`src/rtl/fcvt_ctrl.sv`:
```
`default_nettype none
// ---------------------------------------------------------------------------
// fcvt_ctrl : two-requester round-robin front end for a shared FCVT.W.S unit
// Rev 1.0
// ---------------------------------------------------------------------------
module fcvt_ctrl #(
   parameter int DATA_W  = 32,
   parameter bit RR_INIT = 1'b0
) (
   input  logic              clk,
   input  logic              reset_n,
   input  logic [1:0]        req_valid,
   output logic [1:0]        req_ready,
   input  logic [DATA_W-1:0] req0_op,
   input  logic [DATA_W-1:0] req1_op,
   input  logic [2:0]        req0_rm,
   input  logic [2:0]        req1_rm,
   input  logic [2:0]        frm,
   output logic [DATA_W-1:0] dp_op,
   output logic [2:0]        dp_rm,
   input  logic [DATA_W-1:0] dp_result,
   output logic              resp_valid,
   input  logic              resp_ready,
   output logic              resp_id,
   output logic [DATA_W-1:0] resp_data,
   output logic              resp_nv,
   output logic              resp_illegal
);

   typedef enum logic [1:0] {
      IDLE = 2'd0,
      CONV = 2'd1,
      RESP = 2'd2
   } state_t;

   localparam logic [DATA_W-1:0] INT_MIN_F = 32'hCF000000;

   state_t            state_q, state_d;
   logic              prio_q, prio_d;
   logic              id_q, id_d;
   logic [DATA_W-1:0] op_q, op_d;
   logic [2:0]        rm_q, rm_d;
   logic [DATA_W-1:0] data_q, data_d;
   logic              nv_q, nv_d;
   logic              ill_q, ill_d;

   logic [2:0]        eff_rm0, eff_rm1, sel_rm;
   logic [DATA_W-1:0] sel_op;
   logic              can_grant, gnt_id, accept, sel_ill, conv_nv;

   always_comb begin
      eff_rm0   = (req0_rm == 3'b111) ? frm : req0_rm;
      eff_rm1   = (req1_rm == 3'b111) ? frm : req1_rm;
      can_grant = (state_q == IDLE) || ((state_q == RESP) && resp_ready);
      // Contention resolves to the priority holder; a lone requester always wins.
      gnt_id    = (req_valid == 2'b11) ? prio_q : req_valid[1];
      accept    = can_grant && (req_valid != 2'b00);
      sel_op    = gnt_id ? req1_op : req0_op;
      sel_rm    = gnt_id ? eff_rm1 : eff_rm0;
      sel_ill   = (sel_rm >= 3'd5);
      conv_nv   = (op_q[30:23] == 8'hFF) ||
                  ((op_q[30:23] >= 8'h9E) && (op_q != INT_MIN_F));

      state_d = state_q;
      prio_d  = prio_q;
      id_d    = id_q;
      op_d    = op_q;
      rm_d    = rm_q;
      data_d  = data_q;
      nv_d    = nv_q;
      ill_d   = ill_q;

      case (state_q)
         CONV: begin
            data_d  = dp_result;
            nv_d    = conv_nv;
            ill_d   = 1'b0;
            state_d = RESP;
         end
         RESP: begin
            if (resp_ready) state_d = IDLE;
         end
         default: ;
      endcase

      if (accept) begin
         prio_d = ~gnt_id;
         id_d   = gnt_id;
         op_d   = sel_op;
         rm_d   = sel_rm;
         if (sel_ill) begin
            data_d  = '0;
            nv_d    = 1'b0;
            ill_d   = 1'b1;
            state_d = RESP;
         end else begin
            state_d = CONV;
         end
      end
   end

   always_ff @(posedge clk or negedge reset_n) begin
      if (!reset_n) begin
         state_q <= IDLE;
         prio_q  <= RR_INIT;
         id_q    <= 1'b0;
         op_q    <= '0;
         rm_q    <= 3'd0;
         data_q  <= '0;
         nv_q    <= 1'b0;
         ill_q   <= 1'b0;
      end else begin
         state_q <= state_d;
         prio_q  <= prio_d;
         id_q    <= id_d;
         op_q    <= op_d;
         rm_q    <= rm_d;
         data_q  <= data_d;
         nv_q    <= nv_d;
         ill_q   <= ill_d;
      end
   end

   // Gated by reset_n so ready stays low while reset is held.
   assign req_ready    = (accept && reset_n) ? (gnt_id ? 2'b10 : 2'b01) : 2'b00;
   assign dp_op        = (state_q == CONV) ? op_q : '0;
   assign dp_rm        = (state_q == CONV) ? rm_q : 3'd0;
   assign resp_valid   = (state_q == RESP);
   assign resp_id      = id_q;
   assign resp_data    = data_q;
   assign resp_nv      = nv_q;
   assign resp_illegal = ill_q;

endmodule
`default_nettype wire

```
`config.mk`:
```
export PLATFORM = sky130hd
export DESIGN_NAME = fcvt_ctrl
export DESIGN_NICKNAME = d
export VERILOG_FILES = /design/src/rtl/fcvt_ctrl.sv
export SDC_FILE = /design/constraint.sdc
export NUM_CORES = 1
export LEC_CHECK = 0
export ABC_AREA = 1
export CAP_MARGIN = 20
export CORE_ASPECT_RATIO = 1.4
export CORE_MARGIN = 2
export CORE_UTILIZATION = 40
export CTS_CLUSTER_DIAMETER = 100
export DETAILED_ROUTE_END_ITERATION = 7
export HOLD_SLACK_MARGIN = 0.06
export PLACE_DENSITY = 0.81
export RECOVER_POWER = 25
export SLEW_MARGIN = 15
export SYNTH_ARGS = -nofsm -noshare
export SYNTH_HDL_FRONTEND = slang
export SYNTH_SLANG_ARGS = --single-unit
```
`constraint.sdc`:
```
create_clock -name clk -period 1.67 [get_ports clk]
set_input_delay 0.334 -clock clk [delete_from_list [all_inputs] [get_ports clk]]
set_output_delay 0.334 -clock clk [all_outputs]
set_load 0.05 [all_outputs]
```
==> summary.md <==
| Metric | Value |
|---|---|
| Post-Syn Nets | `560` |
| Compound-Gate Fraction of Synth Area | `a little over an eighth` |
| Clk_skew | `roughly 0.0056 ns` |
| Worst-Skew Late Latency | `about 0.32 ns` |
| Worst ir drop on vdd | `approximately 1.3 mV` |
| Initial DRC Count | `about 280` |
| # hold bufs at CTS | `0` |
| CTS buffer count | `9` |
| Synth Area per Inst | `approximately 7.8 um^2` |
| Int Pwr | `a little under 7000 uW` |
| Starting Density | `41.2%` |
| Chip height | `roughly 120 um` |
| Post-Route Utilization | `around four fifths` |
| Final Hold Fails | `0` |
| GRT overflow | `0` |
| Commonest non-fill, non-tap cell in the layout | `nand2_1` |
| TNS Setup | `-6.81 ns` |
| Final Cycle Share | `113%` |
| Most frequent cells in the layout | `nand2_1 (121), clkdlybuf4s50_1 (104), dfrtp_1 (72)` |
| Die Area | `approximately 9600 um^2` |
| HPWL Detailed | `roughly 9100 um` |
| Worst EP required | `1.34 ns` |
| DR WL/cell | `approximately 17 um` |
| Sw Ratio | `around 46%` |
| Register bit total from synthesis | `73` |
| Failing checks | `negative setup slack` |
| Antenna cells | `0` |
| Post-Syn Area | `about 3500 um^2` |
| Worst-margin pin slew | `a little under 1 ns` |
| CTS sink count | `73` |
| Setup ws final | `-0.219 ns` |
| Startpoint types | `flop` |
| Max_slew headroom | `34.9%` |
| WS Path Type | `flop to output pin` |
| Synth Instances | `between 400 and 500` |
| Drt total wl | `13000 um` |
| Final weighted congestion in routability-driven placement | `0.815` |
| Core ar. | `approximately 8600 um^2` |
| Antenna viol nets, final | `0` |
| Synth cell types | `18` |
| Max frequency | `between 500 and 600 MHz` |
| CTS tree | `done` |
| Fraction of layout instances using a drive strength above 1 | `between 20% and 30%` |
| CTS H-tree depth | `3` |
| Simple-gate share of the synthesized area | `26.6%` |
| Pin count of the biggest net entering global routing | `74` |
| Die W | `roughly 83 um` |
| Reg power frac | `a little under a quarter` |
| Final layout net count | `about 760` |
| Final Max Tran Viols | `0` |
| Gate power share | `about three fifths` |
| PortBufs | `182` |
| Crit path max fanout | `9` |
| Total power | `12600 uW` |
| Core Rows | `40` |
| Adder-cell share of the synthesized area | `0%` |
| Tmin final | `1.89 ns` |
| Hold Crit Class | `primary input to asynchronous set/reset pin` |
| I/O pin count | `~180` |
| Sequential cell area fraction in the yosys report | `around half` |
| NetSw | `slightly below 6000 uW` |
| Area delta synth->final | `91.1%` |
| Synthesis Warnings | `0` |
| Max Cap Viol | `0` |
| Clock transition at the registers of the reported paths | `approximately 0.060 ns` |
| RSZ-0062 raised after global routing | `yes` |
| Post-synthesis mux area share | `0%` |
| Power per cell area | `between 1500 and 2000 nW/um^2` |
| First-pass GRT wire length | `between 20000 and 25000 um` |
| Combinational family with the most area after synthesis | `simple AND/OR/NAND/NOR gates` |
| Status | `complete, but fails checks` |
| Clk pwr share | `approximately 16%` |
| Vias in the first global route | `4172` |
| Drc violations | `0` |
| Final setup vio count | `42` |
| XOR/XNOR Fraction of Synth Area | `0%` |
| Pre-antenna DRT Iters | `4` |
| GRT Total Usage | `around a quarter` |
| Root Driver | `clkbuf_16` |
| Via count | `between 4000 and 5000` |
| Leakage | `0.00293 uW` |
| Clock buffer depth | `2` |
| Critical Path End Type | `output pin` |
| Vias per cell | `between 5 and 6` |
| Fill count | `around 540` |
| Initial antenna violation count | `0` |
| Crit path DAT | `~1.6 ns` |
## metrics by stage
stage	std cells	setup slack (ns)	cell area (um^2)	hold WS [ns]
final	761	-0.219	6740	0.311
after global routing	761	-0.258	6740	0.438
after CTS	755	-0.221	6590	0.271
after detailed placement	734	-0.282	6170	0.469
after global placement	734	-0.235	6170	0.467
after floorplan	450	-0.0325	3800	0.0384
## logic make-up (layout without fill, tap and decap cells)
| kind of cell | after synthesis | count (layout) |
|---|---|---|
| AO/OA/AOI/OAI | 75 | 75 |
| buffers and inverters | 74 | 280 |
| flip-flops | 73 | 73 |
| AND/OR/NAND/NOR | 228 | 228 |
## state kept, by name (all words and copies together) (netlist names)
name          cells
op_q             32
prio_q            1
resp_data        32
resp_id           1
resp_illegal      1
resp_nv           1
rm_q              3
state_q           2
## critical path, stage by stage (launching register included)
cell     delay, ns
dfrtp_1       0.41
buf_4         0.16
nor2_4        0.12
inv_6         0.09
buf_12        0.17
nor2_4        0.13
buf_12        0.14
## synthesized netlist by cell type
master,n,share of area (%)
inv_2,4,0.43
o21ai_2,1,0.25
a21oi_4,1,0.46
nor2_2,3,0.53
o21ai_0,7,0.99
nor2_1,54,5.7
nor2_4,2,0.64
nand2_1,123,13
a21oi_1,33,4.7
o21bai_1,1,0.21
buf_2,9,1.3
dfrtp_1,73,52
inv_1,44,4.7
nor3_1,1,0.14
nand4_1,2,0.35
o211ai_1,32,6.8
clkbuf_1,17,1.8
nand3_1,43,6.1
## worst paths after layout
kind | start | end | slack, ns | depth (start not counted)
max reg2reg | prio_q$_DFFE_PN0P_ | resp_data[26]$_DFF_PN0_ | -0.01 | 11
max in group asynchronous | reset_n | state_q[0]$_DFFE_PN0P_ | 0.66 | 2
min in group clk | resp_id$_DFFE_PN0P_ | resp_id$_DFFE_PN0P_ | 0.50 | 2
min reg2reg | resp_id$_DFFE_PN0P_ | resp_id$_DFFE_PN0P_ | 0.50 | 2
min | reset_n | op_q[17]$_DFFE_PN0P_ | 0.31 | 2
max | state_q[1]$_DFFE_PN0P_ | dp_op[13] | -0.22 | 6
## routing by layer
metal,GRT usage (%),wire [um],share of wire (%),up-vias
met4,12.0,433,3.3,0
met3,5.31,615,4.7,33
li1,-,-,-,1860
met5,0,0,0,-
met2,48.3,7180,55,167
met1,30.2,4800,37,1952
## layout make-up
cell class / count / area, um^2 / share of cell area, %
sequential: 73 / 1830 / 27.1
multi-input combinational: 303 / 1730 / 25.7
clock inverter: 2 / 35.0 / 0.520
timing repair buffer: 217 / 2540 / 37.8
inverter: 48 / 188 / 2.78
tap: 105 / 131 / 1.95
clock buffer: 13 / 280 / 4.16
## timing repair
| item | CTS | global route |
|---|---|---|
| buffers inserted | 5 | 3 |
| endpoints found under the setup margin | 37 | 74 |
| pin swaps | 4 | 7 |
| gates resized for setup | 14 | 14 |
| gates cloned | 1 | 3 |
## power by group through the flow
stage,Clock (uW),Sequential [uW],Combinational [uW]
floorplan,0,4080,3260
global placement,0,3000,6970
detailed placement,0,3030,7130
CTS,2010,3010,7380
global route,2080,3110,8070
finish,1990,3020,7630
Note: power is estimated with default switching activity, not from simulation.
